===== config.mk =====
export PLATFORM = sky130hd
export DESIGN_NAME = wb_region_router
export DESIGN_NICKNAME = d
export VERILOG_FILES = /design/src/rtl/twpm_wb_pkg.sv /design/src/rtl/wb_region_match.sv /design/src/rtl/wb_region_router.sv
export SDC_FILE = /design/constraint.sdc
export NUM_CORES = 1
export LEC_CHECK = 0
export ABC_CLOCK_PERIOD_IN_PS = 6300
export CORE_MARGIN = 8
export CORE_UTILIZATION = 43
export CTS_CLUSTER_DIAMETER = 50
export DETAILED_ROUTE_END_ITERATION = 12
export PLACE_DENSITY = 0.95
export SYNTH_ARGS = -nofsm -noshare
export SYNTH_HDL_FRONTEND = slang
export SYNTH_HIERARCHICAL = 1
export SYNTH_SLANG_ARGS = --single-unit

===== constraint.sdc =====
create_clock -name clk_i -period 6.3 [get_ports clk_i]
set_clock_uncertainty 0.2 [all_clocks]
set_input_delay 1.575 -clock clk_i [delete_from_list [all_inputs] [get_ports clk_i]]
set_output_delay 1.575 -clock clk_i [all_outputs]
set_load 0.1 [all_outputs]

===== src/rtl/twpm_wb_pkg.sv =====
// Shared Wishbone definitions for the TwPM bus fabric: router FSM states,
// default read filler and response encoding helpers.
package twpm_wb_pkg;

  typedef enum logic [1:0] {
    ST_IDLE   = 2'd0,
    ST_ACTIVE = 2'd1,
    ST_RESP   = 2'd2
  } wb_state_e;

  localparam logic [31:0] WB_DEFAULT_READ_VALUE = 32'hBADFABAC;

  typedef struct packed {
    logic ack;
    logic err;
  } wb_resp_t;

  // Err always dominates, so a master never sees ack and err together.
  function automatic wb_resp_t wb_resp_encode(input logic ack, input logic err);
    wb_resp_t r;
    r.err = err;
    r.ack = ack & ~err;
    return r;
  endfunction

  function automatic wb_resp_t wb_resp_unmapped(input logic err_on_unmapped);
    return wb_resp_encode(~err_on_unmapped, err_on_unmapped);
  endfunction

  // Slave index width that stays legal for a single-slave fabric.
  function automatic int unsigned wb_idx_width(input int unsigned n);
    return (n > 1) ? $clog2(n) : 1;
  endfunction

endpackage


===== src/rtl/wb_region_match.sv =====
// Combinational address decoder: reports whether an address falls in any
// slave region and which one, with the lowest index winning on overlap.
module wb_region_match
  import twpm_wb_pkg::*;
#(
  parameter int                       NUM_SLAVES  = 4,
  parameter logic [NUM_SLAVES*32-1:0] BASE_ADDRS  = {32'hF8000000, 32'hF0000800,
                                                     32'hF0000000, 32'h80000000},
  parameter logic [NUM_SLAVES*8-1:0]  ADDR_WIDTHS = {8'd14, 8'd11, 8'd11, 8'd27},
  localparam int                      IDX_W       = wb_idx_width(NUM_SLAVES)
) (
  input  logic [31:0]      adr,
  output logic             hit,
  output logic [IDX_W-1:0] idx
);

  logic [NUM_SLAVES-1:0] hits;

  genvar gi;
  generate
    for (gi = 0; gi < NUM_SLAVES; gi++) begin : g_slot
      localparam int unsigned W    = int'(ADDR_WIDTHS[8*gi +: 8]);
      localparam logic [31:0] MASK = (W >= 32) ? 32'h0 : (32'hFFFF_FFFF << W);
      assign hits[gi] = ((adr ^ BASE_ADDRS[32*gi +: 32]) & MASK) == 32'h0;
    end
  endgenerate

  // Scan downwards so the last assignment is the lowest matching index.
  always_comb begin
    hit = 1'b0;
    idx = '0;
    for (int i = NUM_SLAVES - 1; i >= 0; i--) begin
      if (hits[i]) begin
        hit = 1'b1;
        idx = IDX_W'(i);
      end
    end
  end

endmodule


===== src/rtl/wb_region_router.sv =====
// Wishbone B4 classic single-master, N-slave router with registered
// one-at-a-time sequencing, per-transfer timeout and unmapped-access policy.
module wb_region_router
  import twpm_wb_pkg::*;
#(
  parameter int                       NUM_SLAVES         = 4,
  parameter int                       DATA_W             = 32,
  parameter logic [NUM_SLAVES*32-1:0] BASE_ADDRS         = {32'hF8000000, 32'hF0000800,
                                                            32'hF0000000, 32'h80000000},
  parameter logic [NUM_SLAVES*8-1:0]  ADDR_WIDTHS        = {8'd14, 8'd11, 8'd11, 8'd27},
  parameter int                       TIMEOUT_CYCLES     = 255,
  parameter logic [31:0]              DEFAULT_READ_VALUE = twpm_wb_pkg::WB_DEFAULT_READ_VALUE,
  parameter bit                       ERR_ON_UNMAPPED    = 1'b1
) (
  input  logic                         clk_i,
  input  logic                         rstn_i,
  input  logic [31:0]                  m_adr_i,
  input  logic [DATA_W-1:0]            m_dat_i,
  output logic [DATA_W-1:0]            m_dat_o,
  input  logic                         m_we_i,
  input  logic [DATA_W/8-1:0]          m_sel_i,
  input  logic                         m_stb_i,
  input  logic                         m_cyc_i,
  output logic                         m_ack_o,
  output logic                         m_err_o,
  output logic [31:0]                  s_adr_o,
  output logic [DATA_W-1:0]            s_dat_o,
  output logic [DATA_W/8-1:0]          s_sel_o,
  output logic                         s_we_o,
  output logic [NUM_SLAVES-1:0]        s_cyc_o,
  output logic [NUM_SLAVES-1:0]        s_stb_o,
  input  logic [NUM_SLAVES*DATA_W-1:0] s_dat_i,
  input  logic [NUM_SLAVES-1:0]        s_ack_i,
  input  logic [NUM_SLAVES-1:0]        s_err_i,
  output logic                         timeout_o,
  output logic                         busy_o
);

  localparam int          SEL_W      = DATA_W / 8;
  localparam int          IDX_W      = wb_idx_width(NUM_SLAVES);
  localparam bit          TIMEOUT_EN = (TIMEOUT_CYCLES != 0);
  localparam logic [15:0] TMO_LAST   = 16'(TIMEOUT_CYCLES - 1);
  localparam logic [NUM_SLAVES-1:0] SLOT_ONE = NUM_SLAVES'(1);

  wb_state_e               state_reg, state_next;
  logic [15:0]             cnt_reg, cnt_next;
  logic [IDX_W-1:0]        idx_reg, idx_next;
  logic [31:0]             adr_reg, adr_next;
  logic [DATA_W-1:0]       wdat_reg, wdat_next;
  logic [SEL_W-1:0]        sel_reg, sel_next;
  logic                    we_reg, we_next;
  logic [NUM_SLAVES-1:0]   stb_reg, stb_next;
  logic                    ack_reg, ack_next;
  logic                    err_reg, err_next;
  logic [DATA_W-1:0]       rdat_reg, rdat_next;
  logic                    tmo_reg, tmo_next;

  logic                    match_hit;
  logic [IDX_W-1:0]        match_idx;
  logic                    slave_ack;
  logic                    slave_err;
  logic [DATA_W-1:0]       slave_dat;
  wb_resp_t                resp;

  wb_region_match #(
    .NUM_SLAVES  (NUM_SLAVES),
    .BASE_ADDRS  (BASE_ADDRS),
    .ADDR_WIDTHS (ADDR_WIDTHS)
  ) u_match (
    .adr (m_adr_i),
    .hit (match_hit),
    .idx (match_idx)
  );

  assign slave_ack = s_ack_i[idx_reg];
  assign slave_err = s_err_i[idx_reg];
  assign slave_dat = s_dat_i[idx_reg*DATA_W +: DATA_W];

  always_comb begin
    state_next = state_reg;
    cnt_next   = cnt_reg;
    idx_next   = idx_reg;
    adr_next   = adr_reg;
    wdat_next  = wdat_reg;
    sel_next   = sel_reg;
    we_next    = we_reg;
    stb_next   = stb_reg;
    ack_next   = 1'b0;
    err_next   = 1'b0;
    tmo_next   = 1'b0;
    rdat_next  = rdat_reg;
    resp       = '0;

    case (state_reg)
      ST_IDLE: begin
        if (m_cyc_i && m_stb_i) begin
          adr_next  = m_adr_i;
          wdat_next = m_dat_i;
          sel_next  = m_sel_i;
          we_next   = m_we_i;
          idx_next  = match_idx;
          cnt_next  = '0;
          if (match_hit) begin
            stb_next   = SLOT_ONE << match_idx;
            state_next = ST_ACTIVE;
          end else begin
            // Unmapped: answer locally, the write never reaches a slave.
            resp       = wb_resp_unmapped(ERR_ON_UNMAPPED);
            ack_next   = resp.ack;
            err_next   = resp.err;
            rdat_next  = m_we_i ? '0 : DATA_W'(DEFAULT_READ_VALUE);
            state_next = ST_RESP;
          end
        end
      end

      ST_ACTIVE: begin
        if (!m_cyc_i) begin
          stb_next   = '0;
          state_next = ST_IDLE;
        end else if (slave_ack || slave_err) begin
          resp       = wb_resp_encode(slave_ack, slave_err);
          ack_next   = resp.ack;
          err_next   = resp.err;
          rdat_next  = we_reg ? '0 : slave_dat;
          stb_next   = '0;
          state_next = ST_RESP;
        end else if (TIMEOUT_EN && (cnt_reg == TMO_LAST)) begin
          err_next   = 1'b1;
          tmo_next   = 1'b1;
          rdat_next  = '0;
          stb_next   = '0;
          state_next = ST_RESP;
        end else begin
          cnt_next = cnt_reg + 16'd1;
        end
      end

      ST_RESP: begin
        state_next = ST_IDLE;
      end

      default: begin
        stb_next   = '0;
        state_next = ST_IDLE;
      end
    endcase
  end

  always_ff @(posedge clk_i) begin
    if (!rstn_i) begin
      state_reg <= ST_IDLE;
      cnt_reg   <= '0;
      idx_reg   <= '0;
      adr_reg   <= '0;
      wdat_reg  <= '0;
      sel_reg   <= '0;
      we_reg    <= 1'b0;
      stb_reg   <= '0;
      ack_reg   <= 1'b0;
      err_reg   <= 1'b0;
      rdat_reg  <= '0;
      tmo_reg   <= 1'b0;
    end else begin
      state_reg <= state_next;
      cnt_reg   <= cnt_next;
      idx_reg   <= idx_next;
      adr_reg   <= adr_next;
      wdat_reg  <= wdat_next;
      sel_reg   <= sel_next;
      we_reg    <= we_next;
      stb_reg   <= stb_next;
      ack_reg   <= ack_next;
      err_reg   <= err_next;
      rdat_reg  <= rdat_next;
      tmo_reg   <= tmo_next;
    end
  end

  assign m_dat_o   = rdat_reg;
  assign m_ack_o   = ack_reg;
  assign m_err_o   = err_reg;
  assign s_adr_o   = adr_reg;
  assign s_dat_o   = wdat_reg;
  assign s_sel_o   = sel_reg;
  assign s_we_o    = we_reg;
  assign s_cyc_o   = stb_reg;
  assign s_stb_o   = stb_reg;
  assign timeout_o = tmo_reg;
  assign busy_o    = (state_reg != ST_IDLE);

endmodule


Word level (Yosys, flattened, before mapping). Index checks and enable logic that the tools add are counted.

Bits in registers: 128. Latch bits: 0. Memory bits (writable): 0. Memory bits (read-only): 0. Output and inout port bits: 113. Memories: 0.

Add/sub/neg operators: 1. Multiply operators: 0. Divide/modulo/power cells: 0. Order comparisons: 1. Equal/unequal tests: 11. Shifts and indexed selects: 2. Mux-type cells: 43. Bitwise gates (word level): 10. Reductions and logical operators: 16.

Operator list (number): $mux 32 (7); $logic_not 32->1 (4); $shiftx 128x8->32 (1); $mux 16 (4); $pmux 32 s2 (1); $pmux 16 s2 (1); $mux 4 (5); $mux 2 (9); $add 16x1->16 const B (1); $eq 16x8->1 const B (1); $ne 2x2->1 const B (6); $pmux 4 s3 (1); $mux 1 (11); $not 5->5 (2); $reduce_and 5->1 (2); $reduce_and 4->1 (2); $not 1->1 (6); $bmux 1 s2 (2); $ne 4x4->1 const B (1); $not 4->4 (1); $pmux 2 s2 (1); $reduce_and 2->1 (2); $reduce_bool 2->1 (2); $reduce_or 4->1 (1); 10 further kinds (10).

Depth between registers and ports, before layout. Gate-level depths: netlist (run 1).

Depth after elaboration: 10. Depth in mapped cells: 9.

Modules after synthesis. Netlist (run 1), hierarchy kept.

By module, submodules not included: wb_region_router (times used 1, cells an instance 656, area an instance 5973.2 um2, sequential area each 2562.5 um2); wb_region_match (times used 1, cells an instance 16, area an instance 100.1 um2, sequential area each 0.0 um2).

Worst setup path after synthesis (run 1). Ideal clock, no wire load.

Path kind: input to register. Start: input port m_adr_i[20]. End: register rdat_reg[11], in the netlist m_dat_o[11]. Arrival time: 3.524 ns. Required time: 5.975 ns. Slack: 2.451 ns. Cell stages on the path: 7. Buffers on the path: 1. Path through: or4_1 or4_4 o31ai_2 nor2_1 clkbuf_1 o31ai_1 a21oi_1.

Cells in the longest elaborated chain, start to end: 7. Elaborated cells on any way between the ends: 9. Classes of those cells: eq/ne: 1; mux: 4; reduce/logical: 4.

Ends and longest elaborated chain: from (decl) (RTL line wb_region_router.sv:17) `input logic [31:0] m_adr_i,`; $logic_not 32->1 (RTL line wb_region_match.sv:24) `assign hits[gi] = ((adr ^ BASE_ADDRS[32*gi +: 32]) & MASK) == 32'h0;`; $mux 1 (2 in a row) (RTL line wb_region_match.sv:33) `if (hits[i]) begin`; $mux 1 (*) (2 in a row) (RTL line wb_region_match.sv:33); via match_hit (RTL line wb_region_router.sv:58) `logic match_hit;`; $ne 2x2->1 (no source line) (*); $reduce_and 5->1 (no source line) (*); to (signal assigned) (RTL line wb_region_router.sv:175) `rdat_reg <= rdat_next;`; to (decl) (RTL line wb_region_router.sv:55) `logic [DATA_W-1:0] rdat_reg, rdat_next;`.

Mark *: on every way through the listed nets, which the timed path passes. The rest lies on a longest branch. A chain may end at the register's enable or synchronous reset.

Final worst setup path (run 1).
Start: input port m_adr_i[20]. End: register state_reg[1].

Cells in the longest elaborated chain, start to end: 8. Elaborated cells on any way between the ends: 10. Classes of those cells: mux: 7; reduce/logical: 3.

Ends and longest elaborated chain: $logic_not 32->1 (RTL line wb_region_match.sv:24); $mux 1 (2 in a row) (RTL line wb_region_match.sv:33); $mux 1 (*) (2 in a row) (RTL line wb_region_match.sv:33); via match_hit (RTL line wb_region_router.sv:58); $mux 2 (*) (RTL line wb_region_router.sv:103) `if (match_hit) begin`; $mux 2 (*) (RTL line wb_region_router.sv:96) `if (m_cyc_i && m_stb_i) begin`; $pmux 2 s2 (*) (RTL line wb_region_router.sv:94) `case (state_reg)`; to (signal assigned) (RTL line wb_region_router.sv:165) `state_reg <= state_next;`; to (decl) (RTL line wb_region_router.sv:45) `wb_state_e state_reg, state_next;`.

Mark *: on every way through the listed nets, which the timed path passes. The rest lies on a longest branch. The select of a mux whose other input is x is not followed.

==> results of run 1 <==
-- cell usage in the layout, fill, tap and decap left out, types with 17 or more instances in the layout --
cell and n:
sky130_fd_sc_hd__o21ai_0 22, sky130_fd_sc_hd__clkdlybuf4s50_1 320, sky130_fd_sc_hd__clkbuf_16 17, sky130_fd_sc_hd__nand3_1 19
sky130_fd_sc_hd__a21boi_0 71, sky130_fd_sc_hd__mux4_2 34, sky130_fd_sc_hd__nand2_1 156, sky130_fd_sc_hd__a21oi_1 56
sky130_fd_sc_hd__dfxtp_1 127, sky130_fd_sc_hd__o31ai_1 26
-- metrics by stage --
step                      util [%]  hold WS, ps  power [uW]  instances  setup slack (ps)
after CTS                    72.42        264.1        2549       1153              1678
after floorplan                  -        245.0        1188        672              2451
after detailed placement     67.45        256.5        1414       1122              1255
final                        72.44        262.2        2536       1154              1655
after global routing         72.42        284.5        2607       1153              1462
after global placement       67.45        250.1        1403       1122              1305
-- cell families (layout without fill, tap and decap cells) --
family,Yosys count,in the layout,share of synthesized area (%)
mux,34,34,12.61
compound gates,192,192,20.99
fa+ha+maj,2,2,0.4120
flops,128,128,42.19
other cells,0,1,0
buf+inv,62,363,4.470
simple gates,254,254,19.32
-- routing by layer --
layer,GRT usage [%],part of all wire (%),vias up
met5,0,0,-
met4,11.98,3.6,0
met3,7.318,7.0,54
met2,44.57,53,293
met1,27.34,36,3033
li1,-,-,2998
-- how the worst max path moves through the flow --
stage           startpoint           end  slack (ps)  cells past startpoint
6_report       m_adr_i[20]  state_reg[1]        1660                      7
2_1_floorplan  m_adr_i[20]   m_dat_o[11]        2450                      7
3_3_place_gp   m_adr_i[21]  state_reg[1]        1300                      7
5_1_grt        m_adr_i[20]  state_reg[1]        1460                      7
3_5_place_dp   m_adr_i[20]  state_reg[1]        1250                      7
4_1_cts        m_adr_i[20]  state_reg[1]        1680                      7
-- critical path: cells and delay by family --
family / cells / cell delay [ps]
AO/OA/AOI/OAI: 1 / 430
AND/OR/NAND/NOR: 5 / 2300
buffers and inverters: 1 / 430
-- synth_stat cells (3+ instances only) --
cell type                  number  area, um^2
sky130_fd_sc_hd__or3_1          7       43.79
sky130_fd_sc_hd__o21ai_0       22       110.1
sky130_fd_sc_hd__dfxtp_1      128        2562
sky130_fd_sc_hd__or2_2          3       18.77
sky130_fd_sc_hd__nor2_1        17       63.81
sky130_fd_sc_hd__buf_4          4       30.03
sky130_fd_sc_hd__inv_1          3       11.26
sky130_fd_sc_hd__buf_2          6       30.03
sky130_fd_sc_hd__nand2_1      156       585.6
sky130_fd_sc_hd__o31ai_1       26       195.2
sky130_fd_sc_hd__nor3_1         5       25.02
sky130_fd_sc_hd__nand4_1       16       100.1
sky130_fd_sc_hd__clkbuf_1      43       161.4
sky130_fd_sc_hd__nand3_1       19       95.09
sky130_fd_sc_hd__or4_1         10       75.07
sky130_fd_sc_hd__nor2b_1        3       18.77
sky130_fd_sc_hd__a21boi_0      72       540.5
sky130_fd_sc_hd__a21oi_1       56       280.3
sky130_fd_sc_hd__nand2b_1       3       18.77
sky130_fd_sc_hd__and2_1         3       18.77
sky130_fd_sc_hd__o211ai_1       3       22.52
sky130_fd_sc_hd__mux4_2        34       765.7
sky130_fd_sc_hd__buf_1          3       11.26
-- power groups by stage --
stage	Sequential, uW	Clock, uW	Combinational, uW
floorplan	1090	0	97.3
finish	858	1140	540
detailed placement	874	0	539
global placement	873	0	531
global route	861	1180	562
CTS	858	1150	541
-- area by class of cell --
class,count,area [um^2]
antenna,1,2.502
clock buffer,22,484.2
clock inverter,9,202.7
fill,936,3811
inverter,3,11.26
multi-input combinational,482,3256
sequential,128,2564
tap,180,225.2
timing repair buffer,329,3271
==> metrics.md, run 1 <==
| Metric | Value |
|---|---|
| Number of buffers on the longest clock path | 2 |
| Wirelength, routed | about 23000 um |
| Final period util | about 74% |
| Buffer count from post-CTS setup fixing | 0 |
| Hold Path Cell Cnt | 2 |
| Critical-path cell list | clkdlybuf4s50_1, or4_1, or4_4, o31ai_2, or2_2, nand2_1, and2_1 |
| Startpoint type of the worst setup path | input port |
| Status | finished clean |
| TritonCTS clock tree | done |
| Leftover overflow at the end of global routing | 0 |
| Largest net degree at the start of global routing | roughly 80 |
| H-Tree Depth | 4 |
| Half-perimeter wire length after placement | 18010 um |
| Area enclosed by the die boundary | 18180 um^2 |
| Number of sinks driven by the clock tree | 128 |
| Number of buffers created by CTS | 17 |
| Logic pwr share | 21.3% |
| Share of cells above drive strength 1 | around 9% |
| Cell count of the worst reg-to-reg path | 6 |
| Peak Freq | 215.3 MHz |
| Number of hold-repair buffers added at the cts stage | 0 |
| Synthesized netlist net count | between 800 and 900 |
| CP Data Required Time | around 6400 ps |
| Count of buffers inserted at the top-level ports | between 300 and 400 |
| Startpoint of the lowest-slack hold path | s_dat_o[2] |
| Worst VDD drop | 213.0 uV |
| Cell at the root of the clock tree | sky130_fd_sc_hd__clkbuf_16 |
| Reg clk slew, reported paths | ~50 ps |
| Part of the power in registers | 33.8% |
| Distinct cell type count of the synthesized netlist | 46 |
| Critical register-to-register path endpoint | state_reg[1] |
| Avg Synthesized Cell Area | between 9 and 10 um^2 |
| Max-cap violations | 0 |
| R2r startpoint | idx_reg[0] |
| Vertical die dimension | about 130 um |
| Sum Neg Setup Slack | 0 ps |
| P per Cell Area | approximately 250 nW/um^2 |
| Worst Path Arrival | 4740 ps |
| First-pass GRT wire length | about 36000 um |
| Critical Path Slowest Stage Cell | sky130_fd_sc_hd__or4_1 |
| Combined area of all synthesized cells | 6073 um^2 |
| Die boundary width | between 100 and 150 um |
| Share of total power in the clock network | roughly 45% |
| Resized cells post-CTS | 0 |
| Slew of the pin with the lowest slew margin | around 1100 ps |
| Internal power | 1830 uW |
| Kind of critical path | input port to flop |
| FF-to-FF setup slack | 3030 ps |
| EDFF count, synth | 0 |
| Layout net count | roughly 1200 |
| Type of destination of the critical path | flop |
| Post-route standard cell area excluding fillers | around 10000 um^2 |
| Drt pass-1 iters | 5 |
| Vias in the first global route | between 6000 and 7000 |
| Placer's final routability congestion estimate | about 0.84 |
| Final setup violation count | 0 |
| Total routing usage reported by global routing | about 25% |
| Initial cell density of the core | around 44% |
| Later-pin clock latency in the skew report | approximately 420 ps |
| Drt via density | 5.527 |
| Post-synthesis instance total | 672 |
| WHS Endpoint | s_dat_o[2] |
| Net switching fraction of the power | between 20 and 30% |
| Ports placed on the boundary | about 320 |
| Core region area | between 10000 and 15000 um^2 |
| Sw Pwr | between 700 and 800 uW |
| Setup repair after global routing missed its margin | no |
| Async S/R FF share, synth | 0% |
| Number of antenna violations at the first check in global routing | 0 |
| Most frequently used flop master after synthesis | sky130_fd_sc_hd__dfxtp_1 |
| Worst slew margin relative to its limit | ~28% |
| Drt first-iter violations | 500 |
| Remaining design rule violation count | 0 |
| Number of register bits inferred by synthesis | roughly 130 |
| Antenna viol nets, final | 0 |
| Placed Instance Area | 9326 um^2 |
| Area added between synthesis and finish | 64.92% |
| Site Rows | 43 |
| Final Max Tran Viols | 0 |
| Leakage power of the design | 0.003507 uW |
| Via count | approximately 6400 |
| YS warnings | 6 |
| Max incr delay on CP | 560 ps |
| Class of the tightest hold or removal check | flop to flop |
| Biggest fanout along the worst timing path | 22 |
| Routed length per instance | 20.34 um |
| Sequential-to-total area share from yosys stat | a little over two fifths |
| Number of failing hold endpoints at the final stage | 0 |
| Post-layout minimum cycle time | 4645 ps |
No activity file was read; power rests on OpenSTA's default activity.
==> inputs of run 2 (changes only) <==
--- a/config.mk
+++ b/config.mk
@@ -5,12 +5,12 @@
 export SDC_FILE = /design/constraint.sdc
 export NUM_CORES = 1
 export LEC_CHECK = 0
-export ABC_CLOCK_PERIOD_IN_PS = 6300
+export ABC_CLOCK_PERIOD_IN_PS = 4400
 export CORE_MARGIN = 8
-export CORE_UTILIZATION = 43
+export CORE_UTILIZATION = 40
 export CTS_CLUSTER_DIAMETER = 50
 export DETAILED_ROUTE_END_ITERATION = 12
-export PLACE_DENSITY = 0.95
+export PLACE_DENSITY = 0.91
 export SYNTH_ARGS = -nofsm -noshare
 export SYNTH_HDL_FRONTEND = slang
 export SYNTH_HIERARCHICAL = 1
==> constraint.sdc (replaced) <==
create_clock -name clk_i -period 4.4 [get_ports clk_i]
set_clock_uncertainty 0.2 [all_clocks]
set_input_delay 1.1 -clock clk_i [delete_from_list [all_inputs] [get_ports clk_i]]
set_output_delay 1.1 -clock clk_i [all_outputs]
set_load 0.1 [all_outputs]
==> run 2 against run 1 <==
  * Register-to-register slack lost 1300 ps
  * Clock power grew 16%
  * Die area grew 6.6%
  * Critical path type unchanged
==> metrics.md, run 2 (synthesis gave the netlist of run 1 again) <==
| Metric | Value |
|---|---|
| Final std cells w/o fill | between 1000 and 1500 |
| Filler instances | roughly 1100 |
| Most common library cell in the layout ignoring fill and taps | sky130_fd_sc_hd__clkdlybuf4s50_1 |
| Placer's final routability congestion estimate | ~0.82 |
| Largest net degree at the start of global routing | between 100 and 150 |
| R2r startpoint | state_reg[0] |
| Buffer count from post-CTS setup fixing | 0 |
| H-Tree Depth | 4 |
| Leftover overflow at the end of global routing | 0 |
| Number of antenna violations at the first check in global routing | 0 |
| Reg clk slew, reported paths | ~60 ps |
| Remaining design rule violation count | 0 |
| Number of buffers created by CTS | 17 |
| Setup slack at placement | -95.68 ps |
| Setup repair after global routing missed its margin | no |
| P per Cell Area | approximately 330 nW/um^2 |
| Count of buffers inserted at the top-level ports | approximately 320 |
| Vias in the first global route | about 6700 |
| Resized cells post-CTS | 0 |
| Drt first-iter violations | 354 |
| Ports placed on the boundary | 322 |
| Worst slew margin relative to its limit | 29.09% |
| Vertical die dimension | around 140 um |
| TritonCTS clock tree | done |
| Final Max Tran Viols | 0 |
| Biggest fanout along the worst timing path | 11 |
| Slew of the pin with the lowest slew margin | approximately 1100 ps |
| Total routing usage reported by global routing | between 20% and 30% |
| Post-route standard cell area excluding fillers | 9953 um^2 |
| Via count | about 6300 |
| Number of failing hold endpoints at the final stage | 0 |
| Overall power consumption | about 3300 uW |
| Number of sinks driven by the clock tree | about 130 |
| Core region area | between 15000 and 20000 um^2 |
| Drt via density | 5.439 |
| Critical register-to-register path endpoint | m_dat_o[30] |
| Routed length per instance | between 15 and 20 um |
| Number of buffers on the longest clock path | 2 |
| Final WS setup | roughly 340 ps |
| FF-to-FF setup slack | 1730 ps |
| Startpoint type of the worst setup path | input port |
| Antenna fix cells | 0 |
| Later-pin clock latency in the skew report | ~400 ps |
| Layout net count | approximately 1200 |
| Site Rows | 45 |
| Die boundary width | between 100 and 150 um |
| Area enclosed by the die boundary | around 19000 um^2 |
| Final setup violation count | 0 |
| Cell at the root of the clock tree | sky130_fd_sc_hd__clkbuf_16 |
| First-pass GRT wire length | between 30000 and 40000 um |
| Initial cell density of the core | between 40% and 50% |
| Share of cells above drive strength 1 | 9.499% |
| CP Data Required Time | 4470 ps |
| Antenna viol nets, final | 0 |
| Type of destination of the critical path | flop |
| Placed Instance Area | ~9400 um^2 |
| Leading cell types in the layout, fill and taps excluded | 319 x sky130_fd_sc_hd__clkdlybuf4s50_1, 156 x sky130_fd_sc_hd__nand2_1, 127 x sky130_fd_sc_hd__dfxtp_1 |
| Number of placed cells counting well taps | 1135 |
| Drt pass-1 iters | 6 |
| Kind of critical path | input port to flop |
| Status | finished clean |
| Worst VDD drop | between 200 and 300 uV |
| Peak Freq | between 200 and 250 MHz |
| Critical Path Sink | m_dat_o[30] |
| Post-layout minimum cycle time | slightly above 4000 ps |
| Max-cap violations | 0 |
| Number of hold-repair buffers added at the cts stage | 0 |
| Crit. Startpoint | m_adr_i[20] |
| Leakage power of the design | roughly 0.0035 uW |
| Area added between synthesis and finish | 63.89% |
| Wirelength, routed | 22780 um |
| Final period util | roughly 92% |
| Worst Path Arrival | approximately 4000 ps |
| Class of the tightest hold or removal check | flop to flop |
| Cell count of the worst reg-to-reg path | 5 |
| Half-perimeter wire length after placement | 17510 um |
==> run 2: changes by cell type in the layout (fill, tap and decap cells not counted), sizes merged <==
cell / change
clkdlybuf4s50: -1
inv: +1
buf: +6
diode: -1
bufinv: -5
clkinv: +3
clkbuf: -3
clkinvlp: +5
==> run 2: layout make-up <==
class                      instances  area (um^2)  share of cell area, %
sequential                       128         2564                  25.76
tap                              188        235.2                  2.363
multi-input combinational        482         3256                  32.71
clock inverter                    13        113.9                  1.144
inverter                           3        11.26                 0.1131
clock buffer                      19        442.9                  4.450
timing repair buffer             334         3331                  33.46
==> run 2: report_power, final <==
part           internal (uW)  switching [uW]
sequential              1200            24.8
combinational            299             477
clock                    789             526
total                   2290            1030
==> run 2: metrics by stage <==
step | setup TNS [ps] | hold WS, ps | utilization [%]
after floorplan | 0 | 245.0 | -
after global placement | 0 | 249.2 | 62.51
after detailed placement | -679.6 | 255.3 | 62.51
after CTS | 0 | 263.5 | 66.21
after global routing | 0 | 283.8 | 66.21
final | 0 | 258.2 | 66.21
==> run 2: worst max-delay path, stage by stage <==
cell and delay (ps):
sky130_fd_sc_hd__clkdlybuf4s50_1 420, sky130_fd_sc_hd__or4_1 550, sky130_fd_sc_hd__or4_4 520, sky130_fd_sc_hd__o31ai_2 480
sky130_fd_sc_hd__nor2_1 310, sky130_fd_sc_hd__nor2_1 540, sky130_fd_sc_hd__o21ai_0 210
==> run 2: worst min-delay path by stage <==
stage	endpoint	cells after the start	slack (ps)	start
2_1_floorplan	cnt_reg[5]	2	240	cnt_reg[5]
3_3_place_gp	s_dat_o[5]	2	250	s_dat_o[5]
3_5_place_dp	s_adr_o[23]	2	260	s_adr_o[23]
4_1_cts	s_adr_o[23]	2	260	s_adr_o[23]
5_1_grt	s_dat_o[1]	2	280	s_dat_o[1]
6_report	s_adr_o[15]	2	260	s_adr_o[15]
==> run 2: routing by layer <==
layer  track usage, %  routed length, um
met5                0                  0
met4            9.012                675
met3            7.045               1556
met2            43.17              12160
met1            24.18               8391
==> inputs of run 3 (changes only) <==
--- a/config.mk
+++ b/config.mk
@@ -10,7 +10,7 @@
 export CORE_UTILIZATION = 40
 export CTS_CLUSTER_DIAMETER = 50
 export DETAILED_ROUTE_END_ITERATION = 12
-export PLACE_DENSITY = 0.91
+export PLACE_DENSITY_LB_ADDON = 0.15
 export SYNTH_ARGS = -nofsm -noshare
 export SYNTH_HDL_FRONTEND = slang
 export SYNTH_HIERARCHICAL = 1
==> run 3 against run 2 <==
  * Die area is the same
  * Hold slack improved by 1.3 ps
  * Clock power is essentially flat
  * Fmax grew 11%
  * Wire length decreased by 0.73%
  * Critical endpoint is now m_dat_o[26]
  * Largest power group unchanged
==> metrics.md, run 3 (synthesis gave the netlist of run 1 again) <==
| Metric | Value |
|---|---|
| Status | finished clean |
| Drt via density | between 5 and 6 |
| CP Data Required Time | between 4000 and 5000 ps |
| Final setup violation count | 0 |
| Antenna viol nets, final | 0 |
| Setup repair after global routing missed its margin | no |
| Worst VDD drop | 285.5 uV |
| Drt first-iter violations | between 400 and 500 |
| Leading cell types in the layout, fill and taps excluded | 318 x sky130_fd_sc_hd__clkdlybuf4s50_1, 156 x sky130_fd_sc_hd__nand2_1, 127 x sky130_fd_sc_hd__dfxtp_1 |
| Antenna fix cells | 0 |
| Class of the tightest hold or removal check | flop to flop |
| Die boundary width | approximately 140 um |
| Startpoint type of the worst setup path | input port |
| Drt pass-1 iters | 5 |
| Worst slew margin relative to its limit | between 20% and 30% |
| Cell at the root of the clock tree | sky130_fd_sc_hd__clkbuf_16 |
| Number of antenna violations at the first check in global routing | 2 |
| Type of destination of the critical path | flop |
| First-pass GRT wire length | roughly 35000 um |
| Number of hold-repair buffers added at the cts stage | 0 |
| Final period util | around 83% |
| Routed length per instance | 19.43 um |
| Reg clk slew, reported paths | around 50 ps |
| Number of failing hold endpoints at the final stage | 0 |
| Ports placed on the boundary | 322 |
| Core region area | 15030 um^2 |
| Wirelength, routed | between 20000 and 25000 um |
| Buf/Inv on CP | 3 |
| Area added between synthesis and finish | 63.56% |
| Max incr delay on CP | ~550 ps |
| H-Tree Depth | 4 |
| Share of cells above drive strength 1 | a little under a tenth |
| Count of buffers inserted at the top-level ports | 321 |
| Number of buffers created by CTS | 17 |
| Sum Neg Setup Slack | 0 ps |
| Leftover overflow at the end of global routing | 0 |
| Critical Path Slowest Stage Cell | sky130_fd_sc_hd__or4_1 |
| Later-pin clock latency in the skew report | 410 ps |
| Area enclosed by the die boundary | just under 20000 um^2 |
| Peak Freq | between 200 and 300 MHz |
| Most common library cell in the layout ignoring fill and taps | sky130_fd_sc_hd__clkdlybuf4s50_1 |
| Max-cap violations | 0 |
| Buffer count from post-CTS setup fixing | 0 |
| Layout net count | 1177 |
| Placer's final routability congestion estimate | 0.8390 |
| Remaining design rule violation count | 0 |
| Leakage power of the design | 0.003473 uW |
| Family with the most delay on the worst path | simple AND/OR/NAND/NOR gates |
| Number of sinks driven by the clock tree | approximately 130 |
| Vias in the first global route | roughly 6300 |
| Worst Path Arrival | around 3700 ps |
| Via count | between 6000 and 7000 |
| Resized cells post-CTS | 0 |
| Largest net degree at the start of global routing | 56 |
| TritonCTS clock tree | done |
| Kind of critical path | input port to flop |
| Half-perimeter wire length after placement | 17320 um |
| P per Cell Area | between 300 and 400 nW/um^2 |
| Critical-path cell list | clkdlybuf4s50_1, or4_1, or4_4, o31ai_2, nor2_1, buf_4, nor2_1, buf_4, o21ai_0 |
| Final core utilization | 66.08% |
| Initial cell density of the core | between 40 and 50% |
| Number of buffers on the longest clock path | 2 |
| Vertical die dimension | roughly 140 um |
| Total routing usage reported by global routing | between 20 and 25% |
| Site Rows | 45 |
| Biggest fanout along the worst timing path | 22 |
| Slew of the pin with the lowest slew margin | 1104 ps |
| Final Max Tran Viols | 0 |
| Post-layout minimum cycle time | about 3600 ps |
run 3: changes by cell type in the layout (fill, tap and decap cells not counted), sizes merged:
cell	change
clkinvlp	-4
buf	+1
clkinv	-2
clkbuf	+3
clkdlybuf4s50	-1
bufinv	+1
inv	-1
run 3: final timing paths:
kind,start,depth (start not counted),slack [ps],end
worst max-delay path,m_adr_i[20],9,750,m_dat_o[26]
worst min-delay path,s_dat_o[13],2,260,s_dat_o[13]
worst max register to register,idx_reg[1],6,1530,m_dat_o[26]
worst min register to register,s_dat_o[13],2,260,s_dat_o[13]
run 3: per-stage QoR:
step | total power [uW] | instances | hold slack, ps | worst slack (ps) | instance area [um^2]
floorplan | 1701 | 672 | 245.0 | 1026 | 6073
global placement | 2018 | 1135 | 249.7 | 350.5 | 9382
detailed placement | 2024 | 1135 | 256.0 | 364.5 | 9382
CTS | 3348 | 1164 | 263.6 | 757.8 | 9933
global route | 3435 | 1164 | 283.9 | 599.2 | 9933
finish | 3327 | 1164 | 259.5 | 752.9 | 9933
run 3: per-layer routing:
layer | up-vias | part of all wire [%] | wire length [um] | track usage (%)
li1 | 3008 | - | - | -
met1 | 2902 | 38 | 8530 | 24.41
met2 | 222 | 52 | 11670 | 40.54
met3 | 43 | 7.6 | 1721 | 8.687
met4 | 4 | 3.0 | 670 | 9.474
met5 | - | 0.080 | 18 | 0
run 3: report_power, final:
group	switching (uW)	total [uW]	internal, uW
clock	480	1330	849
combinational	473	771	298
sequential	22.7	1230	1200
run 3: worst register-to-register path: stages, from the launching register on:
cell                       delay, ps
sky130_fd_sc_hd__dfxtp_1         790
sky130_fd_sc_hd__mux4_2          450
sky130_fd_sc_hd__nor2_8           80
sky130_fd_sc_hd__a21boi_2        820
sky130_fd_sc_hd__nor2_1           80
sky130_fd_sc_hd__buf_4           210
sky130_fd_sc_hd__o21ai_0         170
run 3: final cells by class:
| type | instances | area (um^2) |
|---|---|---|
| Inverter | 3 | 11.26 |
| Multi-Input combinational cell | 482 | 3256 |
| Tap cell | 188 | 235.2 |
| Clock inverter | 7 | 87.58 |
| Sequential cell | 128 | 2564 |
| Fill cell | 1255 | 5100 |
| Timing Repair Buffer | 334 | 3316 |
| Clock buffer | 22 | 464.2 |
